## config.mk

```make
export PLATFORM = sky130hd
export DESIGN_NAME = dmem_access_unit
export DESIGN_NICKNAME = d
export VERILOG_FILES = /design/src/rtl/dmem_access_unit.sv
export SDC_FILE = /design/constraint.sdc
export NUM_CORES = 1
export LEC_CHECK = 0
export BUFFER_PORTS_ARGS = -buffer_cell sky130_fd_sc_hd__buf_2
export CORE_MARGIN = 2
export CORE_UTILIZATION = 25
export DETAILED_ROUTE_END_ITERATION = 6
export PLACE_DENSITY = 0.6
export SKIP_LAST_GASP = 1
export SYNTH_ARGS = -nofsm -noshare
export SYNTH_HDL_FRONTEND = slang
export SYNTH_SLANG_ARGS = --single-unit
```

## constraint.sdc

```tcl
create_clock -name Clk -period 11.5 [get_ports Clk]
set_input_delay 1.15 -clock Clk [delete_from_list [all_inputs] [get_ports Clk]]
set_output_delay 1.15 -clock Clk [all_outputs]
set_load 0.1 [all_outputs]
```

## src/rtl/dmem_access_unit.sv

```systemverilog
// Data-memory access stage: turns LDUR/STUR into a req/ack transaction to a
// multi-cycle memory, stalling the datapath and flagging bad or timed-out accesses.
module dmem_access_unit #(
  parameter int MEM_AW  = 16,
  parameter int TIMEOUT = 16
) (
  input  logic              Clk,
  input  logic              Reset,
  input  logic [63:0]       Address,
  input  logic [63:0]       WriteData,
  input  logic              MemRead,
  input  logic              MemWrite,
  output logic [63:0]       ReadData,
  output logic              Stall,
  output logic              Err,
  output logic              mem_req,
  output logic              mem_we,
  output logic [MEM_AW-1:0] mem_addr,
  output logic [63:0]       mem_wdata,
  input  logic [63:0]       mem_rdata,
  input  logic              mem_ack
);

  typedef enum logic [1:0] {
    IDLE = 2'd0,
    BUSY = 2'd1,
    DONE = 2'd2
  } state_t;

  localparam logic [7:0] LIMIT = 8'(TIMEOUT - 1);

  state_t     state_r, state_s;
  logic [7:0] cnt_r;
  logic       start_s, bad_s, timeout_s, stall_s;

  // An access is rejected if it is both load and store, not doubleword aligned,
  // or reaches beyond the memory's byte-address space.
  function automatic logic is_bad(input logic rd, input logic wr, input logic [63:0] addr);
    logic hi_s;
    hi_s = (addr[63:MEM_AW] != {(64-MEM_AW){1'b0}});
    return (rd & wr) | (addr[2:0] != 3'd0) | hi_s;
  endfunction

  assign start_s   = MemRead | MemWrite;
  assign bad_s     = is_bad(MemRead, MemWrite, Address);
  assign timeout_s = (cnt_r == LIMIT);

  // State register
  always_ff @(posedge Clk or posedge Reset) begin
    if (Reset) state_r <= IDLE;
    else       state_r <= state_s;
  end

  // Next-state and stall decode
  always_comb begin
    state_s = state_r;
    stall_s = 1'b0;
    case (state_r)
      IDLE: begin
        if (start_s) begin
          stall_s = 1'b1;
          state_s = bad_s ? DONE : BUSY;
        end else begin
          state_s = IDLE;
        end
      end
      BUSY: begin
        stall_s = 1'b1;
        if (mem_ack || timeout_s) state_s = DONE;
        else                      state_s = BUSY;
      end
      DONE:    state_s = IDLE;
      default: state_s = IDLE;
    endcase
  end

  // Stall is masked during reset so an abandoned access releases the pipeline at once.
  assign Stall = stall_s & ~Reset;

  // Memory bus, timeout counter, error flag and load result
  always_ff @(posedge Clk or posedge Reset) begin
    if (Reset) begin
      ReadData  <= 64'd0;
      Err       <= 1'b0;
      mem_req   <= 1'b0;
      mem_we    <= 1'b0;
      mem_addr  <= {MEM_AW{1'b0}};
      mem_wdata <= 64'd0;
      cnt_r     <= 8'd0;
    end else begin
      case (state_r)
        IDLE: begin
          cnt_r <= 8'd0;
          if (start_s && !bad_s) begin
            Err       <= 1'b0;
            mem_req   <= 1'b1;
            mem_we    <= MemWrite;
            mem_addr  <= Address[MEM_AW-1:0];
            mem_wdata <= WriteData;
          end else begin
            Err <= start_s;
          end
        end
        BUSY: begin
          if (mem_ack) begin
            mem_req <= 1'b0;
            Err     <= 1'b0;
            if (!mem_we) ReadData <= mem_rdata;
            else         ReadData <= ReadData;
          end else if (timeout_s) begin
            mem_req <= 1'b0;
            Err     <= 1'b1;
            if (!mem_we) ReadData <= 64'd0;
            else         ReadData <= ReadData;
          end else begin
            cnt_r <= cnt_r + 8'd1;
          end
        end
        DONE: begin
          Err <= 1'b0;
        end
        default: begin
          Err     <= 1'b0;
          mem_req <= 1'b0;
        end
      endcase
    end
  end

endmodule

```

---- Word level (Yosys, flattened, before mapping) ----
Cells that the tools add are included.
word-level totals
  output and inout bits ................... 148
  register bits ........................... 157
  input port bits ......................... 197
  word-level logic and storage cells ...... 58
cells by class
  $add $sub $neg .......................... 1
  bitwise logic cells ..................... 7
  reductions and logical operators ........ 12
  eq/ne operators ......................... 9
  multiplexer cells ....................... 21
operator list
  kind                   number
  $mux W64               4
  $reduce_bool A48 Y1    1
  $mux W8                2
  $pmux W8 S2            1
  $ne A2 B2 Y1 const B   5
  $add A8 B1 Y8 const B  1
  $eq A8 B4 Y1 const B   1
  $mux W1                7
  $mux W2                3
  $reduce_and A3 Y1      2
  $pmux W1 S2            2
  $pmux W2 S2            1
  $reduce_and A4 Y1      1
  $reduce_bool A2 Y1     2
  $ne A3 B3 Y1 const B   1
  $or A1 B1 Y1           3
  $pmux W1 S3            1
  $reduce_bool A3 Y1     1
  $and A1 B1 Y1          2
  $eq A2 B1 Y1 const B   1
  $eq A2 B2 Y1 const B   1
  $logic_not A2 Y1       1
  $not A1 Y1             2
  $reduce_and A2 Y1      1
  3 further kinds        3

---- Logic depth before layout (Yosys ltp) ----
Gate-level depths: netlist of run 1.
  word-level depth ........................ 7
  gate-level depth with buffers ........... 8
  gate-level depth less buffers ........... 5

---- Least setup slack after synthesis of run 1 ----
Ideal clock, no wire load.
  path kind ............................... input-to-output
  start ................................... input MemWrite
  end ..................................... output Stall
  stages .................................. 2
  path buffers ............................ 0
  required time ........................... 10.350 ns
  path slack .............................. 7.135 ns
  data arrival time ....................... 3.215 ns
  cell sequence ........................... nor3_1 nor3_1
between the ends
  longest elaborated chain between the ends .. 4
RTL lines
  what           RTL line  text
  from (decl)    12        input logic MemWrite,
  $or A1 B1 Y1   44        assign start_s = MemRead | MemWrite;
  $mux W1        60        if (start_s) begin
  $pmux W1 S2    58        case (state_r)
  $and A1 B1 Y1  78        assign Stall = stall_s & ~Reset;
  to (decl)      14        output logic Stall,
Every way passes these cells.

---- Worst setup path in the final report of run 1 ----
Ends and elaborated chain as after synthesis.

==> flow_summary.toml, run 1 <==
[synth]
syn_inst = 532
synth_warnings = 0
synth_top_area_cell = "dfrtp_1"
ys_ff_latch = 157
seq_area_frac_synth_pct = 59.5
synth_area_um2 = 6610
synth_cell_types = 38
syn_nets = 730
synth_area_leaders = "dfrtp_1 (59%), mux2_1 (11%), mux2i_1 (9.7%)"
syn_avg_cell_area_um2 = 12.4
yosysTopAreaCellShare_pct = 59.5

[sta]
report.final.slew_viol_count = 0
rsz0062_at_grt = "false"
finalSetupViolCount = 0
finalHoldViolCount = 0
worst_slew_pin_slew_ps = 879
max_freq_ghz = 0.330
finClkSkew_ps = 11.9
min_period_ps = 3030
slew_headroom_pct = 41.4
tns_ps = 0
period_share_pct = 26.4
hold_ws_ps = 483

[outcome]
status = "complete, no violations"

[route]
route.vias.total = 5071
initialDrtViolationCount = 190
vias_per_cell = 4.15
first_pass_iters = 4
avgRoutedWirePerCell_um = 15.7
drtAntennaViolNets = 0
wirelength_um = 19200
route.detailed.drc = 0

[place]
io_buffers = 344
place_area_um2 = 8630
routabilityCongestion = 0.790
dp_hpwl_um = 14400
dp_cells = 1191

[global_route]
overflow = 0
grtUsageMet1_pct = 16.5
grt_most_used_layer = "met2"
gr-usage-met3_pct = 4.30
grt_pass1_vias = 5330
grt_pass1_wl_um = 29700
track_usage_pct = 13.7
grtUsageMet2_pct = 24.2
grt_max_degree = 90
grt_antenna_before_repair = 0

[clock_tree]
postCtsHoldBufs = 0
cts_resized = 0
htree_levels = 4
cts_root_buffer = "clkbuf_16"
post_cts_buffers = 0
numCtsBuffers = 17
clock-sinks = 157
cts_tree = "yes"
clkTransAtPathRegs_ps = 60
clk_latency_ps = 420
clock_tree.buffer_depth = 2

[critical_path]
cp.buffers_inverters = 2
crit_fanout = 4
cp.arrival_ps = 1880
crit_slowest_cell = "buf_2"
start_kind = "input pin"
endpoint_kind = "output port"
max_stage_delay_ps = 450
critPathRequiredTime_ps = 10350
cp_top_family = "buffers and inverters"
crit_chain = "buf_2 -> nor3_1 -> nor3_1 -> buf_2"
worstSetupPathType = "in2out"

[layout]
diodes = 0
fin_area_um2 = 9250
fin_cells = 1222
drive_gt1_share_pct = 45.3
synthToLayoutAreaGrowth_pct = 40.1
nNetsFinal = 1073

[hold_path]
min_path_type = "reg2reg"

[floorplanning]
io_pins = 345
die_y_um = 167
rows = 59
die_w_um = 167
start_util_pct = 25.4
die_area_um2 = 27700
core-area_um2 = 26000

[pwr]
leakage_nw = 5.14
peakVddDrop_mv = 0.0693
p_per_area_nw_per_um2 = 150

[job]
maxCapViolCount = 0
worst register-to-register path: cells and delay by family, from the launching register on:
kind / cells / cell delay (ps)
compound gates: 1 / 140
fa+ha+maj: 1 / 210
buf+inv: 2 / 1060
mux: 1 / 300
simple gates: 2 / 500
flops: 1 / 410
worst paths after layout:
kind	from	to	slack, ps	cells after the start
min in group asynchronous	Reset	mem_we	910	2
worst max register to register	cnt_r[0]	ReadData[24]	8800	7
max in group asynchronous	Reset	ReadData[44]	9160	3
worst min register to register	mem_wdata[14]	mem_wdata[14]	480	1
worst max-delay path	MemWrite	Stall	8470	4
worst min-delay path	mem_wdata[14]	mem_wdata[14]	480	1
placed cells by master (no fill, tap or decap), drive strengths merged:
cell / n
a211o: 1
a211oi: 1
a21boi: 1
a21o: 3
a21oi: 6
a22o: 2
a31oi: 2
and2: 1
and3: 3
buf: 351
bufinv: 3
clkbuf: 17
clkinv: 2
clkinvlp: 1
dfrtp: 157
ha: 1
inv: 74
mux2: 78
mux2i: 64
nand2: 67
nand2b: 2
nand3: 4
nand4: 4
nand4b: 1
nor2: 4
nor2b: 4
nor3: 7
nor3b: 1
nor4: 14
o211ai: 1
o21ai: 3
o22a: 1
o41ai: 1
or2: 2
or3b: 1
or4: 1
xnor2: 1
where the power goes:
group | switching, mW | internal (mW)
registers | 0.00870 | 0.567
clock network | 0.260 | 0.351
logic | 0.158 | 0.0451
total | 0.427 | 0.963
per-layer routing:
metal / vias to the layer above / part of all wire (%)
met5: - / 0
met4: 0 / 0.79
met3: 8 / 6.8
met2: 206 / 51
met1: 2405 / 41
li1: 2452 / -
flip-flops by register name, summed over array words and instances (netlist names):
name	flops
state_r	2
ReadData	64
mem_wdata	64
mem_addr	16
cnt_r	8
Err	1
mem_req	1
mem_we	1
kinds of logic after synthesis:
logic type / share of synthesized area (%)
buf+inv: 6.57
simple gates: 8.43
fa+ha+maj: 0.189
xor+xnor: 0.133
mux: 23.0
compound gates: 2.22
flops: 59.5
synth_stat cells:
cell type	count
a211o_1	1
a211oi_1	1
a21boi_0	1
a21o_1	3
a21oi_1	6
a22o_1	2
a31oi_1	2
and2_1	1
and3_1	3
buf_2	2
buf_4	8
buf_6	7
clkbuf_1	10
dfrtp_1	157
ha_1	1
inv_1	66
mux2_1	65
mux2_2	13
mux2i_1	64
nand2_1	67
nand2b_1	2
nand3_1	4
nand4_1	4
nand4b_1	1
nor2_1	4
nor2b_1	4
nor3_1	7
nor3b_1	1
nor4_1	13
nor4_4	1
o211ai_1	1
o21ai_0	3
o22a_1	1
o41ai_1	1
or2_2	2
or3b_2	1
or4_1	1
xnor2_1	1
per-stage QoR:
stage               util, %  power (mW)  setup WS (ps)
finish                 35.6        1.39           8470
detailed placement     33.2       0.792           7990
global route           35.6        1.45           8360
CTS                    35.6        1.41           8440
floorplan                 -       0.729           6120
global placement       33.2       0.790           7970
cell type report:
class / count / area (µm²)
clock buffers: 17 / 425
clock inverters: 14 / 198
fillers: 2645 / 16700
inverters: 66 / 253
multi-input cells: 282 / 2250
flip-flops and latches: 157 / 3930
well taps: 335 / 419
repair buffers: 351 / 1770
Power figures use the tool's default switching activity.
==> run 2, diff against run 1 <==
Clock period 11.5 ns to 2.9 ns, I/O delays scaled along.
==> run 2 against run 1 <==
Critical path depth up 2; final cell count grew 0.33%; non-clock buffer count grew 3; largest cell class unchanged; highest routed layer is now met5.
==> flow_summary.toml, run 2 (same netlist as run 1, synthesis figures left out) <==
[place]
dp_cells = 1194
io_buffers = 344
dp_hpwl_um = 13500
routabilityCongestion = 0.757

[floorplanning]
die_y_um = 167
io_pins = 345
die_area_um2 = 27700
rows = 59
start_util_pct = 25.4
core-area_um2 = 26000
die_w_um = 167

[clock_tree]
cts_resized = 0
cts_root_buffer = "clkbuf_16"
clk_latency_ps = 420
numCtsBuffers = 17
cts_tree = "yes"
clock-sinks = 157
post_cts_buffers = 0
postCtsHoldBufs = 0
clock_tree.buffer_depth = 2
htree_levels = 4
clkTransAtPathRegs_ps = 70

[critical_path]
endpoint_kind = "flip-flop"
start_kind = "input pin"
critPathRequiredTime_ps = 3210
cp.arrival_ps = 2600
crit_fanout = 37
worstSetupPathType = "in2reg"

[global_route]
grt_pass1_wl_um = 28000
overflow = 0
grt_pass1_vias = 5043
grt_max_degree = 105
track_usage_pct = 12.9
grt_antenna_before_repair = 2

[pwr]
peakVddDrop_mv = 0.286
power_mw = 5.43
p_per_area_nw_per_um2 = 583
leakage_nw = 5.15

[route]
avgRoutedWirePerCell_um = 14.9
wirelength_um = 18300
route.vias.total = 5146
initialDrtViolationCount = 259
vias_per_cell = 4.20
route.detailed.drc = 0
drtAntennaViolNets = 0
first_pass_iters = 4

[layout]
fin_cells = 1226
final_cell_mix = "buf_2 (344), dfrtp_1 (157), nand2_1 (67), mux2_1 (65), inv_1 (65)"
drive_gt1_share_pct = 45.6
synthToLayoutAreaGrowth_pct = 40.9
nNetsFinal = 1076
reg_top3 = "ReadData: 64 flops, mem_wdata: 64 flops, mem_addr: 16 flops"
diodes = 0
final_common_cell = "buf_2"

[sta]
tns_ps = 0
period_share_pct = 79.3
rsz0062_at_grt = "false"
report.final.slew_viol_count = 0
slew_headroom_pct = 51.7
finClkSkew_ps = 10.7
finalHoldViolCount = 0
worst_slew_pin_slew_ps = 725
finalSetupViolCount = 0
min_period_ps = 2300
max_freq_ghz = 0.435
hold_ws_ps = 51.7

[outcome]
status = "complete, no violations"

[job]
maxCapViolCount = 0

[hold_path]
min_path_type = "in2async"
run 2: cell count changes in the layout (fill, tap and decap cells not counted):
cell	before	now
buf_12	0	3
bufinv_16	3	1
clkinv_4	1	2
clkinv_8	1	4
clkinvlp_4	1	2
inv_6	7	2
inv_8	2	5
run 2: worst paths after layout:
kind | start | endpoint | slack (ps) | cells past startpoint
setup / recovery | Address[40] | mem_wdata[7] | 600 | 6
hold / removal | Reset | cnt_r[1] | 50 | 3
setup reg to reg | cnt_r[5] | ReadData[3] | 740 | 5
hold reg to reg | mem_wdata[53] | mem_wdata[53] | 480 | 1
max in group asynchronous | Reset | ReadData[10] | 2270 | 3
min in group Clk | WriteData[30] | mem_wdata[30] | 80 | 2
run 2: final cells by class:
type | count | area [µm²]
Sequential cell | 157 | 3930
Timing Repair Buffer | 354 | 1830
Clock buffer | 17 | 425
Fill cell | 2598 | 16700
Tap cell | 335 | 419
Multi-Input combinational cell | 282 | 2250
Inverter | 66 | 251
Clock inverter | 15 | 194
run 2: power breakdown:
group	leakage [nW]	total [mW]	internal, mW	switching [mW]
Combinational	2.85	0.813	0.184	0.629
Sequential	2.00	2.28	2.25	0.0349
Clock	0.299	2.33	1.25	1.08
run 2: metal layers:
metal / vias to the layer above / part of all wire (%) / GRT usage (%)
met5: - / 0.16 / 0
met4: 4 / 1.2 / 3.60
met3: 16 / 9.2 / 4.94
met2: 231 / 49 / 21.6
met1: 2420 / 40 / 15.6
li1: 2475 / - / -
run 2: worst max-delay path, cell delays in order:
cell,delay [ps]
buf_2,90
nor4_1,550
nand4_1,380
nor4_2,400
buf_4,460
mux2_2,400
run 2: stage by stage:
stage                     cell area (µm²)  setup WS (ps)  util [%]
after floorplan                      6610           1.23         -
after global placement               8690           75.2      33.4
after detailed placement             8690           42.3      33.4
after CTS                            9310            509      35.8
after global routing                 9310            460      35.8
final                                9310            600      35.8
==> run 3, diff against run 2 <==
Clock period 2.9 ns to 2.4 ns, I/O delays scaled along.
==> run 3 against run 2 <==
The flow now finishes with violations (hold timing); sequential power grew 21%; sequential cell count is the same; worst setup slack lost 120 ps; sequential share of layout area shrank 0.51 points; global-route usage grew 0.87 points; first-iteration DRC count shrank 27%; routed wire length grew 5.9%; clock skew grew 7.0 ps; utilization grew 0.44 points; die area is the same; critical path type is now reg2reg; largest cell class unchanged; largest power group unchanged; highest routed layer unchanged.
==> flow_summary.toml, run 3 (same netlist as run 1, synthesis figures left out) <==
[global_route]
grt_max_degree = 80
grt_antenna_before_repair = 1
overflow = 0
track_usage_pct = 13.8
grt_pass1_vias = 5373
grt_pass1_wl_um = 29800

[place]
place_area_um2 = 8790
dp_hpwl_um = 14300
routabilityCongestion = 0.748
dp_slack_ps = 243
io_buffers = 344

[clock_tree]
numCtsBuffers = 17
cts_root_buffer = "clkbuf_16"
clock-sinks = 157
post_cts_buffers = 0
cts_tree = "yes"
clock_tree.buffer_depth = 2
cts_resized = 0
htree_levels = 4
clkTransAtPathRegs_ps = 70
postCtsHoldBufs = 0
clk_latency_ps = 420

[hold_path]
min_path_type = "in2async"

[floorplanning]
die_area_um2 = 27700
die_y_um = 167
die_w_um = 167
core-area_um2 = 26000
rows = 59
io_pins = 345
start_util_pct = 25.4

[sta]
finClkSkew_ps = 17.7
worst_slew_pin_slew_ps = 721
max_freq_ghz = 0.522
rsz0062_at_grt = "false"
setup_ws_ps = 483
report.final.slew_viol_count = 0
slew_headroom_pct = 52.0
finalHoldViolCount = 2
min_period_ps = 1920
period_share_pct = 79.9
tns_ps = 0
finalSetupViolCount = 0
hold_ws_ps = -5.31

[route]
wirelength_um = 19300
initialDrtViolationCount = 189
route.vias.total = 5161
vias_per_cell = 4.19
avgRoutedWirePerCell_um = 15.7
first_pass_iters = 4
route.detailed.drc = 0
drtAntennaViolNets = 0

[layout]
fin_area_um2 = 9420
fillerInstances = 2641
drive_gt1_share_pct = 46.0
finish.utilization_pct = 36.3
final_common_cell = "buf_2"
seqCellArea_um2 = 3930
nNetsFinal = 1082
multi_input_area_um2 = 2260
reg_top3 = "ReadData: 64 flops, mem_wdata: 64 flops, mem_addr: 16 flops"
final_cell_mix = "buf_2 (344), dfrtp_1 (157), nand2_1 (67), mux2_1 (65), inv_1 (65)"
diodes = 0
synthToLayoutAreaGrowth_pct = 42.6

[critical_path]
endpoint_kind = "flip-flop"
start_kind = "flip-flop"
worstSetupPathType = "reg2reg"
crit_slowest_cell = "or3b_2"
critPathRequiredTime_ps = 2760
cp.arrival_ps = 2280
r2r_slack_ps = 480
max_stage_delay_ps = 510
r2r_start = "state_r[1]"
critPathLaunch = "state_r[1]"
ff2ff_path_depth = 5
crit_end = "cnt_r[7]"
crit_fanout = 6
worst_r2r_endpoint = "cnt_r[7]"
crit_chain = "buf_4 -> or3b_2 -> a21oi_1 -> nor3b_1 -> a211o_1"

[pwr]
leakage_nw = 5.20
p_per_area_nw_per_um2 = 711
peakVddDrop_mv = 0.361

[job]
maxCapViolCount = 0

[outcome]
violations = "hold timing"
status = "complete, but fails checks"
## run 3: cell count changes in the layout (fill, tap and decap cells not counted), sizes merged
| cell | change |
|---|---|
| inv | +1 |
| buf | +6 |
| clkinv | -5 |
| clkbuf | +1 |
| bufinv | +2 |
| clkinvlp | +1 |
## run 3: critical path: cells and delay by family (launching register included)
kind,cells,cell delay [ps]
compound gates,2,470
buf+inv,1,200
flops,1,460
simple gates,2,740
## run 3: area by class of cell
class,instances,share of cell area [%]
inverter,66,2.67
multi-input combinational,282,24.0
sequential,157,41.7
clock inverter,14,2.06
clock buffer,18,4.66
tap,335,4.45
timing repair buffer,360,20.5
## run 3: report_power, final
part           internal (mW)  total (mW)  switching [mW]
registers               2.72        2.76          0.0407
clock network           1.71        2.95            1.24
logic                  0.227       0.990           0.763
## run 3: how the worst min path moves through the flow
stage | to | slack, ps | cells after the start
after floorplan | mem_addr[10] | 370 | 1
after global placement | mem_addr[4] | 460 | 3
after detailed placement | mem_wdata[50] | 460 | 3
after CTS | mem_req | 2 | 3
after global routing | mem_addr[4] | 6 | 3
final | mem_addr[4] | -5 | 3
## run 3: per-stage QoR
stage	cells	power [mW]	hold slack [ps]
floorplan	532	3.50	375
global placement	1200	3.80	456
detailed placement	1200	3.81	461
CTS	1232	6.82	2.49
global route	1232	7.01	5.99
finish	1232	6.70	-5.31
## run 3: layer usage
| metal | vias up | routed length, µm | global-route usage, % |
|---|---|---|---|
| met3 | 15 | 1350 | 4.52 |
| li1 | 2471 | - | - |
| met4 | 2 | 180 | 3.11 |
| met2 | 210 | 9870 | 24.6 |
| met5 | - | 16 | 0 |
| met1 | 2463 | 7930 | 16.1 |
